$ cat src/rtl/lsu_mem_initiator_if.sv
// Purpose: bundles the pipeline request/response and data-RAM port of the LSU initiator.
// Latency: n/a (wiring only).
// Backpressure: the pipeline side uses lsu_valid/lsu_ready; the memory side holds mem_req until mem_ack.
//
// Signals
//   lsu_valid/lsu_ready/lsu_we/lsu_type/lsu_addr/lsu_wdata : pipeline request
//   rsp_valid/rsp_data/rsp_err/stall                       : pipeline response and stall
//   mem_req/mem_we/mem_addr/mem_be/mem_wdata/mem_ack/mem_rdata : word-addressed data RAM port
// Modports: master = the initiator block, slave = its environment (pipeline + memory).
interface lsu_mem_initiator_if #(
    parameter int ADDR_W = 6
);
    logic              lsu_valid;
    logic              lsu_ready;
    logic              lsu_we;
    logic [2:0]        lsu_type;
    logic [31:0]       lsu_addr;
    logic [31:0]       lsu_wdata;

    logic              rsp_valid;
    logic [31:0]       rsp_data;
    logic              rsp_err;
    logic              stall;

    logic              mem_req;
    logic              mem_we;
    logic [ADDR_W-1:0] mem_addr;
    logic [3:0]        mem_be;
    logic [31:0]       mem_wdata;
    logic              mem_ack;
    logic [31:0]       mem_rdata;

    modport master (
        input  lsu_valid, lsu_we, lsu_type, lsu_addr, lsu_wdata, mem_ack, mem_rdata,
        output lsu_ready, rsp_valid, rsp_data, rsp_err, stall,
               mem_req, mem_we, mem_addr, mem_be, mem_wdata
    );

    modport slave (
        output lsu_valid, lsu_we, lsu_type, lsu_addr, lsu_wdata, mem_ack, mem_rdata,
        input  lsu_ready, rsp_valid, rsp_data, rsp_err, stall,
               mem_req, mem_we, mem_addr, mem_be, mem_wdata
    );
endinterface

$ cat src/rtl/lsu_mem_initiator.sv
// Purpose: MEM-stage load/store initiator driving a word-addressed data RAM with byte enables.
// Latency: accept T0, mem_req T1, earliest rsp_valid T2 (zero-wait memory); next accept at T3.
// Backpressure: lsu_ready low and stall high from accept until the response cycle ends; aborts after TIMEOUT busy cycles.
//
// Ports: clk, rst_n (async active-low), bus (lsu_mem_initiator_if.master: pipeline + memory sides).
// Optional feature macro LSU_ALIGN_CHECK_EN: when defined, misaligned or illegal requests are
// answered with rsp_err and never reach memory; when undefined, low address bits are forced to
// the access size and rsp_err reports only timeouts.
module lsu_mem_initiator #(
    parameter int ADDR_W  = 6,
    parameter int TIMEOUT = 16
) (
    input logic                 clk,
    input logic                 rst_n,
    lsu_mem_initiator_if.master bus
);
    localparam int CNT_W = $clog2(TIMEOUT);
    localparam logic [CNT_W-1:0] CNT_LAST = CNT_W'(TIMEOUT - 1);

    typedef enum logic [1:0] {
        IDLE = 2'd0,
        BUSY = 2'd1,
        DONE = 2'd2
    } state_t;

    state_t            state;
    logic [CNT_W-1:0]  cnt;
    logic              we_q;
    logic [2:0]        type_q;
    logic [1:0]        off_q;
    logic              err_q;

    logic              lsu_ready_q;
    logic              stall_q;
    logic              rsp_valid_q;
    logic [31:0]       rsp_data_q;
    logic              rsp_err_q;
    logic              mem_req_q;
    logic              mem_we_q;
    logic [ADDR_W-1:0] mem_addr_q;
    logic [3:0]        mem_be_q;
    logic [31:0]       mem_wdata_q;

    // Request decode: lane offset, error, byte enables and lane-replicated write data.
    logic              req_half;
    logic              req_byte;
    logic              req_err;
    logic [1:0]        req_off;
    logic [3:0]        req_be;
    logic [31:0]       req_wdata;

    always_comb begin
        req_half = (bus.lsu_type[1:0] == 2'b01);
        req_byte = (bus.lsu_type[1:0] == 2'b10);
`ifdef LSU_ALIGN_CHECK_EN
        req_off = bus.lsu_addr[1:0];
        case (bus.lsu_type)
            3'b000:         req_err = (req_off != 2'b00);
            3'b001, 3'b101: req_err = req_off[0];
            3'b010, 3'b110: req_err = 1'b0;
            default:        req_err = 1'b1;
        endcase
        // Unsigned size codes only make sense for loads.
        if (bus.lsu_we && bus.lsu_type[2]) begin
            req_err = 1'b1;
        end
`else
        req_err = 1'b0;
        if (req_byte) begin
            req_off = bus.lsu_addr[1:0];
        end else if (req_half) begin
            req_off = {bus.lsu_addr[1], 1'b0};
        end else begin
            req_off = 2'b00;
        end
`endif
        if (req_byte) begin
            req_be    = 4'b0001 << req_off;
            req_wdata = {4{bus.lsu_wdata[7:0]}};
        end else if (req_half) begin
            req_be    = 4'b0011 << req_off;
            req_wdata = {2{bus.lsu_wdata[15:0]}};
        end else begin
            req_be    = 4'b1111;
            req_wdata = bus.lsu_wdata;
        end
    end

    // Load data extraction from the word being returned this cycle.
    logic [15:0] sel_half;
    logic [7:0]  sel_byte;
    logic        ld_sign;
    logic [31:0] ld_data;

    always_comb begin
        sel_half = off_q[1] ? bus.mem_rdata[31:16] : bus.mem_rdata[15:0];
        case (off_q)
            2'd0:    sel_byte = bus.mem_rdata[7:0];
            2'd1:    sel_byte = bus.mem_rdata[15:8];
            2'd2:    sel_byte = bus.mem_rdata[23:16];
            default: sel_byte = bus.mem_rdata[31:24];
        endcase
        ld_sign = ~type_q[2];
        if (we_q) begin
            ld_data = 32'd0;
        end else if (type_q[1:0] == 2'b10) begin
            ld_data = {{24{ld_sign & sel_byte[7]}}, sel_byte};
        end else if (type_q[1:0] == 2'b01) begin
            ld_data = {{16{ld_sign & sel_half[15]}}, sel_half};
        end else begin
            ld_data = bus.mem_rdata;
        end
    end

    always_ff @(posedge clk or negedge rst_n) begin
        if (!rst_n) begin
            state       <= IDLE;
            cnt         <= '0;
            we_q        <= 1'b0;
            type_q      <= 3'd0;
            off_q       <= 2'd0;
            err_q       <= 1'b0;
            lsu_ready_q <= 1'b1;
            stall_q     <= 1'b0;
            rsp_valid_q <= 1'b0;
            rsp_data_q  <= 32'd0;
            rsp_err_q   <= 1'b0;
            mem_req_q   <= 1'b0;
            mem_we_q    <= 1'b0;
            mem_addr_q  <= '0;
            mem_be_q    <= 4'd0;
            mem_wdata_q <= 32'd0;
        end else begin
            case (state)
                IDLE: begin
                    if (bus.lsu_valid && lsu_ready_q) begin
                        we_q        <= bus.lsu_we;
                        type_q      <= bus.lsu_type;
                        off_q       <= req_off;
                        err_q       <= req_err;
                        mem_we_q    <= bus.lsu_we;
                        mem_addr_q  <= bus.lsu_addr[ADDR_W+1:2];
                        mem_be_q    <= req_be;
                        mem_wdata_q <= req_wdata;
                        // A rejected access spends its BUSY cycle without touching memory.
                        mem_req_q   <= ~req_err;
                        cnt         <= '0;
                        lsu_ready_q <= 1'b0;
                        stall_q     <= 1'b1;
                        state       <= BUSY;
                    end
                end
                BUSY: begin
                    if (err_q) begin
                        rsp_valid_q <= 1'b1;
                        rsp_err_q   <= 1'b1;
                        rsp_data_q  <= 32'd0;
                        state       <= DONE;
                    end else if (bus.mem_ack) begin
                        // Ack beats the timeout when both land in the same cycle.
                        mem_req_q   <= 1'b0;
                        rsp_valid_q <= 1'b1;
                        rsp_err_q   <= 1'b0;
                        rsp_data_q  <= ld_data;
                        state       <= DONE;
                    end else if (cnt == CNT_LAST) begin
                        mem_req_q   <= 1'b0;
                        err_q       <= 1'b1;
                        rsp_valid_q <= 1'b1;
                        rsp_err_q   <= 1'b1;
                        rsp_data_q  <= 32'd0;
                        state       <= DONE;
                    end else begin
                        cnt <= cnt + 1'b1;
                    end
                end
                DONE: begin
                    rsp_valid_q <= 1'b0;
                    rsp_err_q   <= 1'b0;
                    rsp_data_q  <= 32'd0;
                    mem_we_q    <= 1'b0;
                    mem_addr_q  <= '0;
                    mem_be_q    <= 4'd0;
                    mem_wdata_q <= 32'd0;
                    err_q       <= 1'b0;
                    lsu_ready_q <= 1'b1;
                    stall_q     <= 1'b0;
                    state       <= IDLE;
                end
                default: begin
                    state <= IDLE;
                end
            endcase
        end
    end

    assign bus.lsu_ready = lsu_ready_q;
    assign bus.stall     = stall_q;
    assign bus.rsp_valid = rsp_valid_q;
    assign bus.rsp_data  = rsp_data_q;
    assign bus.rsp_err   = rsp_err_q;
    assign bus.mem_req   = mem_req_q;
    assign bus.mem_we    = mem_we_q;
    assign bus.mem_addr  = mem_addr_q;
    assign bus.mem_be    = mem_be_q;
    assign bus.mem_wdata = mem_wdata_q;

    // Byte-address bits above the RAM's reach are intentionally dropped.
    logic unused_addr_hi;
    assign unused_addr_hi = ^bus.lsu_addr[31:ADDR_W+2];
endmodule

$ cat src/flat_wrapper.sv
// flat-port wrapper written by rule: the top's interface ports become plain ports
module lsu_mem_initiator_flat 
#(
    parameter int ADDR_W  = 6,
    parameter int TIMEOUT = 16
)
  (clk, rst_n, bus_lsu_valid, bus_lsu_we, bus_lsu_type, bus_lsu_addr, bus_lsu_wdata, bus_mem_ack, bus_mem_rdata, bus_lsu_ready, bus_rsp_valid, bus_rsp_data, bus_rsp_err, bus_stall, bus_mem_req, bus_mem_we, bus_mem_addr, bus_mem_be, bus_mem_wdata);
  lsu_mem_initiator_if #(.ADDR_W(ADDR_W)) bus_i ();
  input logic clk;
  input logic rst_n;
  input wire logic [$bits(bus_i.lsu_valid)-1:0] bus_lsu_valid;
  input wire logic [$bits(bus_i.lsu_we)-1:0] bus_lsu_we;
  input wire logic [$bits(bus_i.lsu_type)-1:0] bus_lsu_type;
  input wire logic [$bits(bus_i.lsu_addr)-1:0] bus_lsu_addr;
  input wire logic [$bits(bus_i.lsu_wdata)-1:0] bus_lsu_wdata;
  input wire logic [$bits(bus_i.mem_ack)-1:0] bus_mem_ack;
  input wire logic [$bits(bus_i.mem_rdata)-1:0] bus_mem_rdata;
  output wire logic [$bits(bus_i.lsu_ready)-1:0] bus_lsu_ready;
  output wire logic [$bits(bus_i.rsp_valid)-1:0] bus_rsp_valid;
  output wire logic [$bits(bus_i.rsp_data)-1:0] bus_rsp_data;
  output wire logic [$bits(bus_i.rsp_err)-1:0] bus_rsp_err;
  output wire logic [$bits(bus_i.stall)-1:0] bus_stall;
  output wire logic [$bits(bus_i.mem_req)-1:0] bus_mem_req;
  output wire logic [$bits(bus_i.mem_we)-1:0] bus_mem_we;
  output wire logic [$bits(bus_i.mem_addr)-1:0] bus_mem_addr;
  output wire logic [$bits(bus_i.mem_be)-1:0] bus_mem_be;
  output wire logic [$bits(bus_i.mem_wdata)-1:0] bus_mem_wdata;
  assign bus_i.lsu_valid = bus_lsu_valid;
  assign bus_i.lsu_we = bus_lsu_we;
  assign bus_i.lsu_type = bus_lsu_type;
  assign bus_i.lsu_addr = bus_lsu_addr;
  assign bus_i.lsu_wdata = bus_lsu_wdata;
  assign bus_i.mem_ack = bus_mem_ack;
  assign bus_i.mem_rdata = bus_mem_rdata;
  assign bus_lsu_ready = bus_i.lsu_ready;
  assign bus_rsp_valid = bus_i.rsp_valid;
  assign bus_rsp_data = bus_i.rsp_data;
  assign bus_rsp_err = bus_i.rsp_err;
  assign bus_stall = bus_i.stall;
  assign bus_mem_req = bus_i.mem_req;
  assign bus_mem_we = bus_i.mem_we;
  assign bus_mem_addr = bus_i.mem_addr;
  assign bus_mem_be = bus_i.mem_be;
  assign bus_mem_wdata = bus_i.mem_wdata;
  lsu_mem_initiator #(.ADDR_W(ADDR_W), .TIMEOUT(TIMEOUT)) u_core (.clk(clk), .rst_n(rst_n), .bus(bus_i));
endmodule
$ cat config.mk
export PLATFORM = sky130hd
export DESIGN_NAME = lsu_mem_initiator_flat
export DESIGN_NICKNAME = d
export VERILOG_FILES = /design/src/rtl/lsu_mem_initiator_if.sv /design/src/rtl/lsu_mem_initiator.sv /design/src/flat_wrapper.sv
export SDC_FILE = /design/constraint.sdc
export NUM_CORES = 1
export LEC_CHECK = 0
export CAP_MARGIN = 20
export CORE_MARGIN = 2
export CORE_UTILIZATION = 49
export DETAILED_ROUTE_END_ITERATION = 7
export DONT_BUFFER_PORTS = 1
export MAX_ROUTING_LAYER = met4
export PLACE_DENSITY_LB_ADDON = 0.12
export SYNTH_ARGS = -nofsm -noshare
export SYNTH_HDL_FRONTEND = slang
export SYNTH_SLANG_ARGS = --single-unit
export TNS_END_PERCENT = 1
$ cat constraint.sdc
create_clock -name clk -period 2.26 [get_ports clk]
set_clock_uncertainty 0.15 [all_clocks]
set_input_delay 0.452 -clock clk [delete_from_list [all_inputs] [get_ports clk]]
set_output_delay 0.452 -clock clk [all_outputs]
set_load 0.01 [all_outputs]
==> out/qor.yml, run 1 <==
run_status: "complete, but fails checks"
failing_checks: "negative hold slack"
leakagePower_nw: 2.430
wl_per_cell_um: 21.64
most_frequent_standard_cell_in_the_layout_excluding_fill_and_tap_cells: "sky130_fd_sc_hd__dfrtp_1"
num_io_pins: 184
placed_cells_incl_taps: 542
fp.dieH_um: 100.9
worst_setup_hold_path_clk_slew_ns: 0.10
die_width_um: 100.9
synthArstFlopShare: 1.000
critPathLaunchType: "flop"
fmax_mhz: 471.7
synth-warning-count: 0
fin_crit_sh: 0.9381
average_footprint_of_a_synthesized_cell_sq_um: 10.29
timing.slew.headroom: 0.5427
worst_hold_slack_ns: -0.3830
synth_area_leader_cell: "sky130_fd_sc_hd__dfrtp_1"
crit_type: "reg2reg"
remaining_drc_errors: 0
drv_cap: 0
crit_required_ns: 2.40
postCtsSetupBuffers: 0
drive_above_1_share: 0.1205
finalInstanceArea_sq_um: 4957
cts_buffers: 9
crit-reg2reg-launch: "u_core.state[0]$_DFFE_PN0P_"
synth.distinct_cells: 43
gp_congestion: 0.8895
floorplan.rows: 35
r2r_cells: 7
syn_inst: 447
worstReg2RegEnd: "u_core.cnt[3]$_DFFE_PN0P_"
design_power_total_mw: 2.843
power_density_nw_per_um2: 573.5
synth_top_area_share: 0.5004
grt_use_total: 0.2507
cts_tree: "done"
die_area_sq_um: 10180
hp-class: "in2async"
drt_pass1_iterations: 4
vias: 3437
final-max-slew-violation-count: 0
port-buffer-count: 0
grt_first_pass_wirelength_mm: 18.67
cts_htree_levels: 3
timing.final.crit_period_ns: 2.120
nNetsFinal: 556
post_route_utilization: 0.5416
detailedRoute.firstIterationViolations: 157
most-common-layout-cells: "sky130_fd_sc_hd__dfrtp_1, sky130_fd_sc_hd__nand2_1, sky130_fd_sc_hd__o21ai_0"
cp.arrival_ns: 2.26
dp_hpwl_mm: 8.466
postRouteAntennaNets: 0
report.final.setup_viol: 0
max_slew.worst_pin.slew_ns: 0.6844
timing.reg2reg.setup_slack_ns: 0.14
hold_violations: 93
grt_start_max_net_pins: 94
antenna_found_initial: 0
placedInstanceArea_sq_um: 4746
fin_cells: 559
ctsLongestPathBuffers: 2
via_count_of_the_first_global_routing_pass: 3416
area_growth_pct: 7.751
global_route.overflow_total: 0
yosys_reg_bits: 93
setup.worst_path.end_class: "flop"
initial_core_util: 0.5027
buffer_type_at_the_clock_tree_root: "sky130_fd_sc_hd__clkbuf_8"
synth_top_flop_cell: "sky130_fd_sc_hd__dfrtp_1"
synthesis.area_sq_um: 4601
diodes_inserted: 0
crit_path_max_fanout: 7
core_area_sq_um: 9153
ys_top_cells_by_area: "sky130_fd_sc_hd__dfrtp_1, sky130_fd_sc_hd__mux2i_1, sky130_fd_sc_hd__o21ai_0"
clock-sinks: 93
count_of_flip_flops_with_a_built_in_enable_after_synthesis: 0
post_drt_via_cell_ratio: 6.148
worstSkewPairLatency_ns: 0.37
max-vdd-ir-drop_mv: 0.2939
wirelength_mm: 12.10
syn_nets: 560
ys_seq_area_frac: 0.5061
## flip-flops by register name, summed over array words and instances (netlist names), 2 cells and up
register / count
u_core.bus.mem_wdata: 32
u_core.off_q: 2
u_core.cnt: 4
u_core.bus.mem_addr: 6
u_core.type_q: 3
u_core.bus.mem_be: 4
u_core.bus.rsp_data: 32
u_core.state: 2
## worst max-delay path: stages (launching register included)
cell and delay [ns]:
sky130_fd_sc_hd__dfrtp_1 0.38, sky130_fd_sc_hd__inv_1 0.09, sky130_fd_sc_hd__ha_1 0.24, sky130_fd_sc_hd__buf_4 0.16
sky130_fd_sc_hd__a21boi_0 0.15, sky130_fd_sc_hd__nand4bb_2 0.34, sky130_fd_sc_hd__or3_1 0.39, sky130_fd_sc_hd__a21oi_1 0.15
## metrics by stage
step	hold slack (ns)	setup TNS (ns)	worst slack, ns
6_report	-0.3830	0	0.1398
5_1_grt	-0.4082	-0.001229	-0.001229
4_1_cts	-0.3997	0	0.1071
3_5_place_dp	0.008773	-0.006011	-0.001941
3_3_place_gp	0.008679	0	0.08258
2_1_floorplan	0.006409	0	0.2742
## synth_stat cells, types with 2 or more instances
master and n:
sky130_fd_sc_hd__nand2_1 68, sky130_fd_sc_hd__nor2b_1 4, sky130_fd_sc_hd__and3_1 3, sky130_fd_sc_hd__nand2b_1 6, sky130_fd_sc_hd__mux2i_1 33, sky130_fd_sc_hd__mux4_2 8, sky130_fd_sc_hd__o221ai_1 6, sky130_fd_sc_hd__dfrtp_1 92
sky130_fd_sc_hd__a21oi_1 31, sky130_fd_sc_hd__o22ai_1 4, sky130_fd_sc_hd__or3_1 2, sky130_fd_sc_hd__clkbuf_2 2, sky130_fd_sc_hd__nand3_1 3, sky130_fd_sc_hd__a21boi_0 3, sky130_fd_sc_hd__nor2_1 22, sky130_fd_sc_hd__a21o_1 2
sky130_fd_sc_hd__ha_1 9, sky130_fd_sc_hd__mux2_2 2, sky130_fd_sc_hd__clkbuf_1 19, sky130_fd_sc_hd__o21ai_0 52, sky130_fd_sc_hd__nor3_1 8, sky130_fd_sc_hd__inv_1 7, sky130_fd_sc_hd__o31ai_2 2, sky130_fd_sc_hd__a211o_1 8
sky130_fd_sc_hd__buf_6 2, sky130_fd_sc_hd__buf_1 2, sky130_fd_sc_hd__buf_2 7, sky130_fd_sc_hd__a22o_1 24, sky130_fd_sc_hd__o22a_1 2
## report_power, final
group,switching (mW),leakage (nW),internal [mW]
Combinational,0.0531,1.04,0.0574
Clock,0.625,0.0945,0.445
Sequential,0,1.30,1.66
## worst max path at each step
stage	startpoint	end	slack [ns]	cells after the start
global placement	u_core.state[0]$_DFFE_PN0P_	u_core.bus.mem_addr[3]$_DFFE_PN0P_	0.08	5
floorplan	u_core.state[0]$_DFFE_PN0P_	u_core.bus.rsp_data[14]$_DFFE_PN0P_	0.27	9
CTS	u_core.state[0]$_DFFE_PN0P_	u_core.bus.mem_wdata[25]$_DFFE_PN0P_	0.11	6
global route	u_core.state[0]$_DFFE_PN0P_	u_core.cnt[3]$_DFFE_PN0P_	-0.001	7
finish	u_core.state[0]$_DFFE_PN0P_	u_core.cnt[3]$_DFFE_PN0P_	0.14	7
detailed placement	u_core.state[0]$_DFFE_PN0P_	u_core.bus.mem_wdata[3]$_DFFE_PN0P_	-0.002	5
## cell families after synthesis
group | synth area share
adders and majority gates | 0.02448
and+or+nand+nor | 0.1169
muxes | 0.1159
xor gates and xnor gates | 0.001904
DFF | 0.5061
buffers and inverters | 0.03916
AOI/OAI and AO/OA | 0.1955
## what timing repair did
| item | in CTS | in global routing |
|---|---|---|
| gates cloned | 1 | 0 |
| endpoints found under the hold margin | 93 | 93 |
| pin swaps | 0 | 0 |
| setup endpoints to repair | 16 | 39 |
| gates resized for setup | 0 | 5 |
## layout make-up
| cell class | instances | area [sq um] |
|---|---|---|
| multi-input cells | 315 | 2138 |
| clock inverters | 5 | 43.79 |
| well taps | 111 | 138.9 |
| fillers | 830 | 4195 |
| inverters | 7 | 26.28 |
| flip-flops and latches | 93 | 2328 |
| clock buffers | 11 | 141.4 |
| repair buffers | 17 | 140.1 |
## per-layer routing
metal  vias up  share of wire  track usage
met3        20           0.10      0.08807
met4         0          0.017      0.07588
met1      1676           0.38       0.2975
met5         -              0            -
met2       146           0.50       0.4041
li1       1595              -            -
(Power assumes the default switching activity.)
==> run 2: changes to the inputs <==
--- a/config.mk
+++ b/config.mk
@@ -12,6 +12,7 @@
 export DONT_BUFFER_PORTS = 1
 export MAX_ROUTING_LAYER = met4
 export PLACE_DENSITY_LB_ADDON = 0.12
+export RECOVER_POWER = 100
 export SYNTH_ARGS = -nofsm -noshare
 export SYNTH_HDL_FRONTEND = slang
 export SYNTH_SLANG_ARGS = --single-unit
==> out/qor.yml, run 2 (same netlist as run 1, synthesis figures left out) <==
num_io_pins: 184  # unchanged
postRouteAntennaNets: 0  # unchanged
remaining_drc_errors: 0  # unchanged
grt_use_total: 0.2507  # unchanged
nNetsFinal: 556  # unchanged
drive_above_1_share: 0.1183  # -0.002232
fmax_mhz: 472.8  # +0.24%
postCtsSetupBuffers: 0  # unchanged
wirelength_mm: 12.08  # -0.13%
global_route.overflow_total: 0  # unchanged
cts_htree_levels: 3  # unchanged
report.final.setup_viol: 0  # unchanged
setup_total_negative_slack_ns: 0  # unchanged
floorplan.rows: 35  # unchanged
worst_setup_hold_path_clk_slew_ns: 0.10  # about the same
setup.worst_path.end_class: "flop"
grt_start_max_net_pins: 94  # unchanged
fin_crit_sh: 0.9358  # -0.002291
max_slew.worst_pin.slew_ns: 0.6723  # -0.01211 ns
cp.arrival_ns: 2.26  # about the same
fp.dieH_um: 100.9  # unchanged
detailedRoute.firstIterationViolations: 150  # -4.5%
max-vdd-ir-drop_mv: 0.2950  # +0.39%
final-max-slew-violation-count: 0  # unchanged
critPathLaunchType: "flop"
hp-class: "in2async"
post_drt_via_cell_ratio: 6.138  # -0.17%
run_status: "complete, but fails checks"
fillers: 832  # +0.24%
crit_path_max_fanout: 7  # unchanged
power_density_nw_per_um2: 575.9  # +0.43%
die_area_sq_um: 10180  # unchanged
wl_per_cell_um: 21.61  # -0.13%
area_growth_pct: 7.288
cts_tree: "done"
buffer_type_at_the_clock_tree_root: "sky130_fd_sc_hd__clkbuf_8"
core_area_sq_um: 9153  # unchanged
design_power_total_mw: 2.843  # about the same
grt_first_pass_wirelength_mm: 18.67  # unchanged
vias: 3431  # -0.17%
crit_required_ns: 2.40  # about the same
clock-sinks: 93  # unchanged
timing.slew.headroom: 0.5508  # +0.008093
cts_buffers: 9  # unchanged
most_frequent_standard_cell_in_the_layout_excluding_fill_and_tap_cells: "sky130_fd_sc_hd__dfrtp_1"
timing.final.crit_period_ns: 2.115  # -0.005177 ns
post_route_utilization: 0.5393  # -0.002324
port-buffer-count: 0  # unchanged
diodes_inserted: 0  # unchanged
die_width_um: 100.9  # unchanged
leakagePower_nw: 2.416  # -0.57%
antenna_found_initial: 0  # unchanged
most-common-layout-cells: "sky130_fd_sc_hd__dfrtp_1, sky130_fd_sc_hd__nand2_1, sky130_fd_sc_hd__o21ai_0"
initial_core_util: 0.5027  # unchanged
dp_hpwl_mm: 8.466  # unchanged
drv_cap: 0  # unchanged
timing.reg2reg.setup_slack_ns: 0.14  # about the same
drt_pass1_iterations: 5  # +1
gp_congestion: 0.8895  # unchanged
failing_checks: "negative hold slack"
crit_type: "reg2reg"
worst_hold_slack_ns: -0.3826  # +0.0004480 ns
worstSkewPairLatency_ns: 0.37  # about the same
via_count_of_the_first_global_routing_pass: 3416  # unchanged
ctsLongestPathBuffers: 2  # unchanged
hold_violations: 93  # unchanged
-- run 2: changes by cell type in the layout (fill, tap and decap cells not counted), sizes merged --
cell / delta
clkbuf: +2
buf: -2
-- run 2: critical path: stages (launching register included) --
cell	delay [ns]
sky130_fd_sc_hd__dfrtp_1	0.38
sky130_fd_sc_hd__inv_1	0.09
sky130_fd_sc_hd__ha_1	0.24
sky130_fd_sc_hd__buf_4	0.16
sky130_fd_sc_hd__a21boi_0	0.15
sky130_fd_sc_hd__nand4bb_2	0.33
sky130_fd_sc_hd__or3_1	0.40
sky130_fd_sc_hd__a21oi_1	0.15
-- run 2: where the power goes --
| part | switching, mW | leakage, nW | internal (mW) | total (mW) |
|---|---|---|---|---|
| combinational | 0.0531 | 1.03 | 0.0568 | 0.110 |
| clock | 0.625 | 0.0945 | 0.445 | 1.07 |
| sequential | 0 | 1.30 | 1.66 | 1.66 |
| total | 0.678 | 2.42 | 2.16 | 2.84 |
-- run 2: cell type report --
type	instances	area, sq um	area share
Timing Repair Buffer	17	123.9	0.02510
Tap cell	111	138.9	0.02814
Clock inverter	5	43.79	0.008872
Clock buffer	11	141.4	0.02864
Inverter	7	26.28	0.005323
Multi-Input combinational cell	315	2133	0.4322
Sequential cell	93	2328	0.4717
-- run 2: path summary, 6_finish.rpt --
| kind | start | endpoint | cells after the start |
|---|---|---|---|
| worst max register to register | u_core.state[0]$_DFFE_PN0P_ | u_core.cnt[3]$_DFFE_PN0P_ | 7 |
| min in group clk | bus_lsu_type[1] | u_core.type_q[1]$_DFFE_PN0P_ | 2 |
| max in group asynchronous | rst_n | u_core.bus.lsu_ready$_DFFE_PN1P_ | 0 |
| worst max-delay path | u_core.state[0]$_DFFE_PN0P_ | u_core.cnt[3]$_DFFE_PN0P_ | 7 |
| worst min register to register | u_core.we_q$_DFFE_PN0P_ | u_core.we_q$_DFFE_PN0P_ | 2 |
| worst min-delay path | rst_n | u_core.bus.rsp_data[3]$_DFFE_PN0P_ | 0 |
-- run 2: routing by layer --
metal	up-vias	share of wire	GRT usage	routed length [um]
met5	-	0	-	0
met4	0	0.017	0.07588	206
met3	20	0.10	0.08807	1256
met2	150	0.50	0.4041	5986
met1	1668	0.38	0.2975	4630
li1	1593	-	-	-
-- run 2: timing repair --
action | 4_1_cts | 5_1_grt
cloned | 1 | 0
endpoints found under the hold margin | 93 | 93
setup endpoints to repair | 16 | 39
resized for setup | 0 | 5
-- run 2: per-stage QoR --
step	std cells	worst slack [ns]	instance area, sq um	hold WS [ns]
floorplan	447	0.2742	4601	0.006409
global placement	542	0.08258	4746	0.008679
detailed placement	542	-0.001941	4746	0.008773
CTS	559	0.1071	4940	-0.3997
global route	559	-0.002373	4936	-0.4082
finish	559	0.1450	4936	-0.3826
==> run 3: changes to the inputs <==
==> constraint.sdc (replaced) <==
create_clock -name clk -period 2.45 [get_ports clk]
set_clock_uncertainty 0.15 [all_clocks]
set_input_delay 0.49 -clock clk [delete_from_list [all_inputs] [get_ports clk]]
set_output_delay 0.49 -clock clk [all_outputs]
set_load 0.01 [all_outputs]
==> out/qor.yml, run 3 (same netlist as run 1, synthesis figures left out) <==
power_density_nw_per_um2: 538.3  # -6.5%
dp_hpwl_mm: 8.559  # +1.1%
unrepaired_setup_endpoints_after_global_routing: "no"
hp-class: "in2async"
r2r_cells: 6  # -1
max-vdd-ir-drop_mv: 0.2380  # -19%
share_clk_of_total_power: 0.380  # +0.004
wirelength_mm: 11.90  # -1.5%
post_drt_via_cell_ratio: 6.128  # -0.16%
failing_checks: "negative hold slack"
cts_buffers: 9  # unchanged
crit_path_max_fanout: 16  # +9
buffer_type_at_the_clock_tree_root: "sky130_fd_sc_hd__clkbuf_8"
gp_congestion: 0.9001  # +1.2%
fp.dieH_um: 100.9  # unchanged
timing.slew.headroom: 0.6030  # +0.05221
grt_first_pass_wirelength_mm: 18.33  # -1.8%
comb_power_share: 0.038  # about the same
diodes_inserted: 0  # unchanged
hold_violations: 93  # unchanged
crit_required_ns: 2.58  # +0.18 ns
timing.reg2reg.setup_slack_ns: 0.35  # +0.21 ns
most_frequent_standard_cell_in_the_layout_excluding_fill_and_tap_cells: "sky130_fd_sc_hd__dfrtp_1"
worst_hold_slack_ns: -0.3431  # +0.03942 ns
max_slew.worst_pin.slew_ns: 0.5954  # -0.07690 ns
wl_per_cell_um: 21.40  # -0.96%
switching_share: 0.2494  # +0.01079
cp.arrival_ns: 2.23  # -0.03 ns
die_width_um: 100.9  # unchanged
cts_tree: "done"
drt_pass1_iterations: 4  # -1
postRouteAntennaNets: 0  # unchanged
crit-reg2reg-launch: "u_core.state[0]$_DFFE_PN0P_"
core_area_sq_um: 9153  # unchanged
run_status: "complete, but fails checks"
grt_use_total: 0.2444  # -0.006278
remaining_drc_errors: 0  # unchanged
critical_path.top_delay_family: "simple AND/OR/NAND/NOR gates"
place_ws_ns: 0.1415  # +0.1435 ns
number_of_gates_given_a_new_drive_strength_after_cts: 0  # unchanged
floorplan.rows: 35  # unchanged
grt_start_max_net_pins: 94  # unchanged
post_route_utilization: 0.5353  # -0.003965
fmax_mhz: 476.3  # +0.75%
report.final.setup_viol: 0  # unchanged
vias: 3407  # -0.70%
fillers: 847  # +1.8%
ctsLongestPathBuffers: 2  # unchanged
leakagePower_nw: 2.407  # -0.37%
final-max-slew-violation-count: 0  # unchanged
num_io_pins: 184  # unchanged
detailedRoute.firstIterationViolations: 118  # -21%
timing.critical_path.buf_inv: 1  # -1
worstReg2RegEnd: "u_core.bus.rsp_data[17]$_DFFE_PN0P_"
postCtsSetupBuffers: 0  # unchanged
power.internal_mw: 1.980  # -8.5%
cts_htree_levels: 3  # unchanged
antenna_found_initial: 0  # unchanged
drive_above_1_share: 0.1011  # -0.01718
net_switching_power_mw: 0.6578  # -3.0%
power.sequential.fraction: 0.582  # -0.003
most-common-layout-cells: "sky130_fd_sc_hd__dfrtp_1, sky130_fd_sc_hd__nand2_1, sky130_fd_sc_hd__o21ai_0"
critPathLaunchType: "flop"
drv_cap: 0  # unchanged
nNetsFinal: 553  # -0.54%
die_area_sq_um: 10180  # unchanged
worstSkewPairLatency_ns: 0.36  # about the same
critPathMaxStageDelay_ns: 0.39  # about the same
clock-sinks: 93  # unchanged
fin_crit_sh: 0.8569  # -0.07897
initial_core_util: 0.5027  # unchanged
worstPathCellList: "inv_1 > ha_1 > nor2_1 > and3_1 > o21ai_2 > o21ai_0"
seqCellArea_sq_um: 2328  # unchanged
crit_slowest_cell: "sky130_fd_sc_hd__dfrtp_1"
setup.worst_path.end_class: "flop"
setup_total_negative_slack_ns: 0  # unchanged
timing.final.crit_period_ns: 2.099  # -0.01565 ns
crit_type: "reg2reg"
area_growth_pct: 6.500
via_count_of_the_first_global_routing_pass: 3448  # +0.94%
port-buffer-count: 0  # unchanged
timing.final.ws_setup_ns: 0.3506  # +0.2057 ns
global_route.overflow_total: 0  # unchanged
combined_area_of_the_multi_input_logic_cells_sq_um: 2112  # -1.0%
worst_setup_hold_path_clk_slew_ns: 0.10  # about the same
[run 3: how the worst max path moves through the flow]
stage | slack, ns | from | depth (start not counted) | endpoint
floorplan | 0.46 | bus_lsu_type[0] | 7 | u_core.bus.mem_be[2]$_DFFE_PN0P_
global placement | 0.18 | u_core.state[0]$_DFFE_PN0P_ | 5 | u_core.bus.mem_addr[3]$_DFFE_PN0P_
detailed placement | 0.14 | u_core.state[0]$_DFFE_PN0P_ | 5 | u_core.bus.mem_wdata[1]$_DFFE_PN0P_
CTS | 0.12 | u_core.state[0]$_DFFE_PN0P_ | 5 | u_core.bus.mem_addr[3]$_DFFE_PN0P_
global route | 0.12 | u_core.state[0]$_DFFE_PN0P_ | 6 | u_core.bus.rsp_data[24]$_DFFE_PN0P_
finish | 0.35 | u_core.state[0]$_DFFE_PN0P_ | 6 | u_core.bus.rsp_data[17]$_DFFE_PN0P_
[run 3: power by group through the flow]
| stage | logic (mW) | clock network [mW] | registers (mW) |
|---|---|---|---|
| 4_1_cts | 0.102 | 1.02 | 1.53 |
| 5_1_grt | 0.112 | 1.09 | 1.53 |
| 3_5_place_dp | 0.101 | 0 | 1.56 |
| 2_1_floorplan | 0.0808 | 0 | 1.56 |
| 3_3_place_gp | 0.0991 | 0 | 1.56 |
| 6_report | 0.101 | 1.00 | 1.53 |
[run 3: per-layer routing]
layer,vias to the layer above,global-route usage,part of all wire
li1,1591,-,-
met1,1642,0.2792,0.38
met2,155,0.4000,0.49
met3,19,0.08599,0.11
met4,0,0.08628,0.020
met5,-,-,0
[run 3: through the flow]
| step | std cells | power [mW] | area [sq um] | hold WS, ns |
|---|---|---|---|---|
| finish | 556 | 2.638 | 4900 | -0.3431 |
| global route | 556 | 2.738 | 4900 | -0.3691 |
| CTS | 555 | 2.660 | 4900 | -0.3612 |
| detailed placement | 539 | 1.666 | 4711 | 0.04726 |
| global placement | 539 | 1.663 | 4711 | 0.04697 |
| floorplan | 447 | 1.645 | 4601 | 0.04441 |
[run 3: worst register-to-register path, stage by stage, from the launching register on]
cell and delay [ns]:
sky130_fd_sc_hd__dfrtp_1 0.39, sky130_fd_sc_hd__inv_1 0.08, sky130_fd_sc_hd__ha_1 0.32, sky130_fd_sc_hd__nor2_1 0.17, sky130_fd_sc_hd__and3_1 0.39, sky130_fd_sc_hd__o21ai_2 0.27, sky130_fd_sc_hd__o21ai_0 0.24
[run 3: cell type report]
type,instances,area share
flip-flops and latches,93,0.4752
multi-input cells,314,0.4311
well taps,111,0.02835
clock buffers,9,0.02528
repair buffers,15,0.02145
clock inverters,7,0.01328
inverters,7,0.005363
